--- src/rtl/dma_write_sched.sv ---
// dma_write_sched: round-robin arbiter sharing one PCIe DMA write engine among
// NREQ split channels. It grants one channel at a time and issues a one-cycle
// start. The grant is held until the engine reports end. A MIN_GAP idle window
// follows every transfer before the next arbitration.
// Optional macro DMA_WR_TIMEOUT_EN builds a watchdog. The watchdog aborts a
// transfer whose end never arrives and sets a sticky timeout_err.
module dma_write_sched #(
    parameter int NREQ    = 4,
    parameter int LEN_W   = 16,
    parameter int MIN_GAP = 8,
    parameter int TIMEOUT = 4096
) (
    input  logic                  clk_pcie,
    input  logic                  rst_pcie,
    input  logic [NREQ-1:0]       req,
    input  logic [NREQ*LEN_W-1:0] req_len,
    output logic [NREQ-1:0]       grant,
    output logic                  dma_write_start,
    output logic [LEN_W-1:0]      dma_write_len,
    input  logic                  dma_write_end,
    output logic [NREQ-1:0]       done,
    output logic                  busy,
    output logic                  timeout_err
);

    localparam int PW = (NREQ > 1) ? $clog2(NREQ) : 1;
    localparam int GW = $clog2(MIN_GAP + 2);
    localparam logic [NREQ-1:0] ONE = {{(NREQ-1){1'b0}}, 1'b1};

    typedef enum logic [1:0] {S_IDLE, S_WAIT, S_GAP} state_t;

    state_t            state_q, state_d;
    logic [PW-1:0]     ptr_q, ptr_d;
    logic [PW-1:0]     cur_q, cur_d;
    logic [GW-1:0]     gap_q, gap_d;
    logic [NREQ-1:0]   grant_q, grant_d;
    logic              start_q, start_d;
    logic [LEN_W-1:0]  len_q, len_d;
    logic [NREQ-1:0]   done_q, done_d;
    logic              busy_q, busy_d;

    logic [PW-1:0]     win;
    logic [LEN_W-1:0]  win_len;
    logic              finish;
    logic [PW-1:0]     fin_idx;

`ifdef DMA_WR_TIMEOUT_EN
    localparam int WDW = $clog2(TIMEOUT + 1);
    logic [WDW-1:0]    wd_q, wd_d;
    logic              terr_q, terr_d;
`endif

    // Successor of a channel index, wrapping at NREQ (NREQ need not be a power of 2).
    function automatic logic [PW-1:0] rr_next(input logic [PW-1:0] w);
        return (w == PW'(NREQ - 1)) ? '0 : w + 1'b1;
    endfunction

    // Winner: first requesting channel at or above the pointer, wrapping.
    // Scan from the far end so the nearest hit is the last assignment.
    always_comb begin
        logic [PW:0] s;
        win = '0;
        s   = '0;
        for (int k = NREQ - 1; k >= 0; k--) begin
            s = {1'b0, ptr_q} + (PW+1)'(k);
            if (s >= (PW+1)'(NREQ)) s = s - (PW+1)'(NREQ);
            if (req[s[PW-1:0]]) win = s[PW-1:0];
        end
    end

    // Length field of the current winner.
    always_comb begin
        win_len = '0;
        for (int i = 0; i < NREQ; i++) begin
            if (win == PW'(i)) win_len = req_len[i*LEN_W +: LEN_W];
        end
    end

    // Next-state and registered-output logic for the arbitration FSM.
    always_comb begin
        state_d = state_q;
        ptr_d   = ptr_q;
        cur_d   = cur_q;
        gap_d   = gap_q;
        grant_d = grant_q;
        start_d = 1'b0;
        len_d   = len_q;
        done_d  = '0;
        finish  = 1'b0;
        fin_idx = cur_q;
`ifdef DMA_WR_TIMEOUT_EN
        wd_d    = wd_q;
        terr_d  = terr_q;
`endif
        case (state_q)
            S_IDLE: begin
                if (|req) begin
                    cur_d = win;
                    if (win_len == '0) begin
                        // Nothing to move: complete at once, no engine start.
                        done_d  = ONE << win;
                        finish  = 1'b1;
                        fin_idx = win;
                    end else begin
                        grant_d = ONE << win;
                        len_d   = win_len;
                        start_d = 1'b1;
                        state_d = S_WAIT;
`ifdef DMA_WR_TIMEOUT_EN
                        wd_d    = '0;
`endif
                    end
                end
            end
            S_WAIT: begin
                // End wins over a watchdog expiry in the same cycle.
                if (dma_write_end) begin
                    grant_d = '0;
                    done_d  = grant_q;
                    finish  = 1'b1;
`ifdef DMA_WR_TIMEOUT_EN
                end else if (wd_q == WDW'(TIMEOUT - 1)) begin
                    grant_d = '0;
                    terr_d  = 1'b1;
                    finish  = 1'b1;
                end else begin
                    wd_d = wd_q + 1'b1;
`endif
                end
            end
            S_GAP: begin
                if (gap_q <= GW'(1)) state_d = S_IDLE;
                else                 gap_d   = gap_q - 1'b1;
            end
            default: state_d = S_IDLE;
        endcase

        // Completion (normal, zero-length or abort) advances the pointer.
        if (finish) begin
            ptr_d   = rr_next(fin_idx);
            gap_d   = GW'(MIN_GAP);
            state_d = (MIN_GAP == 0) ? S_IDLE : S_GAP;
        end

        busy_d = (state_d != S_IDLE);
    end

    // State and output registers.
    always_ff @(posedge clk_pcie or posedge rst_pcie) begin
        if (rst_pcie) begin
            state_q <= S_IDLE;
            ptr_q   <= '0;
            cur_q   <= '0;
            gap_q   <= '0;
            grant_q <= '0;
            start_q <= 1'b0;
            len_q   <= '0;
            done_q  <= '0;
            busy_q  <= 1'b0;
        end else begin
            state_q <= state_d;
            ptr_q   <= ptr_d;
            cur_q   <= cur_d;
            gap_q   <= gap_d;
            grant_q <= grant_d;
            start_q <= start_d;
            len_q   <= len_d;
            done_q  <= done_d;
            busy_q  <= busy_d;
        end
    end

`ifdef DMA_WR_TIMEOUT_EN
    // Watchdog counter and sticky error flag.
    always_ff @(posedge clk_pcie or posedge rst_pcie) begin
        if (rst_pcie) begin
            wd_q   <= '0;
            terr_q <= 1'b0;
        end else begin
            wd_q   <= wd_d;
            terr_q <= terr_d;
        end
    end
    assign timeout_err = terr_q;
`else
    assign timeout_err = 1'b0;
`endif

    assign grant           = grant_q;
    assign dma_write_start = start_q;
    assign dma_write_len   = len_q;
    assign done            = done_q;
    assign busy            = busy_q;

endmodule

--- config.mk ---
export PLATFORM = sky130hd
export DESIGN_NAME = dma_write_sched
export DESIGN_NICKNAME = d
export VERILOG_FILES = /design/src/rtl/dma_write_sched.sv
export SDC_FILE = /design/constraint.sdc
export NUM_CORES = 1
export LEC_CHECK = 0
export ABC_AREA = 0
export ABC_CLOCK_PERIOD_IN_PS = 3680
export CORE_ASPECT_RATIO = 1.5
export CORE_MARGIN = 1.5
export CORE_UTILIZATION = 30
export CTS_BUF_LIST = sky130_fd_sc_hd__clkbuf_2
export CTS_CLUSTER_DIAMETER = 50
export DETAILED_ROUTE_END_ITERATION = 6
export GPL_ROUTABILITY_DRIVEN = 1
export PLACE_DENSITY = 0.66
export SYNTH_ARGS = -nofsm -noshare
export SYNTH_HDL_FRONTEND = slang
export SYNTH_SLANG_ARGS = --single-unit
--- constraint.sdc ---
create_clock -name clk_pcie -period 3.68 [get_ports clk_pcie]
set_clock_uncertainty 0.2 [all_clocks]
set_input_delay 0.368 -clock clk_pcie [delete_from_list [all_inputs] [get_ports clk_pcie]]
set_output_delay 0.368 -clock clk_pcie [all_outputs]
set_load 0.005 [all_outputs]
==> results.py <==
metrics = {
    "outcome": {
        "status": "complete, no violations",
    },
    "run": {
        "drv_cap": 0,
    },
    "floorplan": {
        "fp-row-count": 39,
        "die_h_um": 111.1,
        "core_area_mm2": 0.007564,
        "dieArea_mm2": 0.008340,
        "pin_count": 98,
        "fp.dieW_um": 75.07,
        "start_util": 0.3090,
    },
    "worst_setup_path": {
        "critical-path-top-delay-family": "simple AND/OR/NAND/NOR gates",
        "timing_worst_setup_path_type": "register to register",
        "worstSetupStartpointType": "register",
        "critPathMaxFanout": 34,
        "path_common_cell": "buf_12",
        "max_stage_delay_ps": 630,
        "required_ps": 3760,
        "cp-end-kind": "register",
        "critPathLaunch": "ptr_q[0]",
        "crit_path_cell_trace": "nand2b_1 -> a21o_2 -> buf_12 -> nand2_4 -> a211oi_1 -> o22ai_1 -> or4_1 -> o21ai_4 -> buf_12 -> mux2_2",
        "cp_num_buf_inv": 2,
        "regToRegSetupSlack_ps": 350,
        "reg2reg_to": "dma_write_len[1]",
        "critPathSlowestCell": "or4_1",
        "r2r_start": "ptr_q[0]",
        "reg2reg_depth": 10,
        "arrival_ps": 3410,
    },
    "sta": {
        "post-route-period-util": 0.9048,
        "period_needed_ps": 3330,
        "setup_ws_ps": 350.2,
        "hold_violations": 0,
        "setup_violations": 0,
        "hold_ws_ps": 139.0,
        "tightest_slew_ps": 756.5,
        "slew_viol_final": 0,
        "relSlewSlack": 0.4946,
        "rsz0062_at_grt": "no",
        "fmax_mhz": 300.3,
    },
    "synth": {
        "seq_area_frac_synth": 0.3854,
        "synthTopCellsByArea": "dfrtp_1 39%, a211oi_1 10%, and3_1 8.6%, mux2_4 5.1%, nor2_1 4.0%",
        "syn-num-nets": 309,
        "synth_warnings": 0,
        "yosysTopAreaCellShare": 0.3854,
        "ys_ff_latch": 36,
        "avgSynthCellArea_um2": 9.904,
        "synthCells": 236,
        "async_flop_share": 1.000,
        "yosysTopAreaCell": "dfrtp_1",
        "synth_edf_count": 0,
        "syn_area_mm2": 0.002337,
        "ys_types": 42,
        "synth_flop_cell": "dfrtp_1",
    },
    "place": {
        "dp.cells": 436,
        "pre_cts_ws_ps": -48.19,
        "hpwlAfterDp_mm": 5.107,
        "portBuffers": 96,
        "place_congestion": 0.8490,
    },
    "layout": {
        "final_util": 0.4743,
        "final_cell_mix": "96 x clkdlybuf4s50_1, 36 x dfrtp_1, 32 x and3_1",
        "final_common_cell": "clkdlybuf4s50_1",
        "areaGrowthSynthToFinish_pct": 53.48,
        "drive_gt1_frac": 0.1608,
        "fin_cells": 444,
        "multi_input_area_mm2": 0.001286,
        "num-fill-cells": 739,
        "antenna_cells": 0,
        "seq_area_um2": 900.9,
        "finalNetCount": 414,
    },
    "min_path": {
        "holdCritPathClass": "primary input to asynchronous set/reset pin",
    },
    "clock_tree": {
        "cts_buffer_depth": 2,
        "cts_tree": "built",
        "numCtsBuffers": 5,
        "post-cts-setup-buffer-count": 0,
        "clk_latency_ps": 400,
        "postCtsHoldBufs": 0,
        "htreeDepth": 2,
        "cts.sinks": 36,
        "clk_pin_slew_worst_paths_ps": 200,
        "cts_resized": 0,
        "cts_root_buf": "clkbuf_2",
    },
    "global_routing": {
        "grt_max_degree": 37,
        "antenna_found_initial": 0,
        "grt_pass1_wl_mm": 10.67,
        "grt_usage": 0.1660,
        "grt_overflow": 0,
        "grt_pass1_vias": 2267,
    },
    "route": {
        "routedWlPerCell_um": 14.42,
        "via_count": 2188,
        "ant_nets": 0,
        "drc": 0,
        "drt-total-wl_mm": 6.402,
        "drt_iter0_markers": 114,
        "viasPerCell": 4.928,
        "drtPass1Iterations": 4,
    },
    "pwr": {
        "p_leak_nw": 1.534,
        "powerDensity_mw_per_mm2": 685.4,
        "peakVddDrop_uv": 341.2,
    },
}
[logic make-up (layout without fill, tap and decap cells)]
family / count (synthesis) / in the layout / synth area share
xor+xnor: 5 / 5 / 0.01874
compound gates: 62 / 62 / 0.2168
simple gates: 86 / 86 / 0.2018
other cells: 1 / 1 / 0.001604
mux: 18 / 18 / 0.09851
flops: 36 / 36 / 0.3854
fa+ha+maj: 2 / 2 / 0.01070
buf+inv: 26 / 132 / 0.06638
[layer usage]
metal | up-vias | track usage | part of all wire | routed length (µm)
li1 | 1089 | - | - | -
met1 | 1025 | 0.1798 | 0.37 | 2379
met2 | 61 | 0.2997 | 0.56 | 3561
met3 | 13 | 0.03545 | 0.043 | 274
met4 | 0 | 0.06545 | 0.029 | 188
met5 | - | 0 | 0 | 0
[how the worst max path moves through the flow]
stage | slack (ps) | to | depth (start not counted)
detailed placement | -50 | dma_write_len[1] | 11
CTS | 300 | dma_write_len[1] | 10
finish | 350 | dma_write_len[1] | 10
floorplan | 380 | dma_write_len[10] | 12
global route | 90 | dma_write_len[1] | 10
global placement | 10 | dma_write_len[5] | 11
[cell usage after synthesis, types with 2 or more instances]
cell type  instances
dfrtp_1           36
nor3_1             5
nand2b_1           2
nor2_1            25
and2_1             3
and3_1            32
a211oi_1          32
o2bb2ai_1          5
a32o_1             4
a21oi_1            3
or4_1              2
xnor2_1            4
buf_2              6
ha_1               2
buf_6              4
nand2_1            7
a21o_1             2
mux2_4             8
o22ai_1            8
or3_1              4
a211oi_2           2
clkbuf_1           7
inv_1              6
mux2_2             8
mux2i_1            2
[worst reg2reg max path: stages, from the launching register on]
cell,delay [ps]
dfrtp_1,480
nand2b_1,160
a21o_2,150
buf_12,160
nand2_4,210
a211oi_1,380
o22ai_1,130
or4_1,630
o21ai_4,240
buf_12,160
mux2_2,330
[sequential cells by signal, indices dropped and copies added, names as in the netlist]
signal and count:
dma_write_len 16, done 4, gap_q 4, grant 4, cur_q 2, ptr_q 2
state_q 2, busy 1, dma_write_start 1
[layout make-up]
| cell class | count | area share |
|---|---|---|
| clock buffers | 6 | 0.008371 |
| clock inverters | 2 | 0.009766 |
| inverters | 7 | 0.007325 |
| multi-input cells | 174 | 0.3586 |
| flip-flops and latches | 36 | 0.2511 |
| well taps | 102 | 0.03558 |
| repair buffers | 117 | 0.3293 |
[through the flow]
step | setup TNS [ps] | cell area, µm² | power (mW)
final | 0 | 3587 | 2.459
after global routing | 0 | 3587 | 2.652
after CTS | 0 | 3587 | 2.488
after detailed placement | -418.7 | 3522 | 2.230
after global placement | 0 | 3522 | 2.198
after floorplan | 0 | 2337 | 1.598
[power by group]
group,total (mW),internal [mW],switching (mW)
registers,0.715,0.575,0.140
clock network,0.249,0.117,0.132
logic,1.49,0.863,0.631
total,2.46,1.55,0.904
No activity file was read; power rests on OpenSTA's default activity.
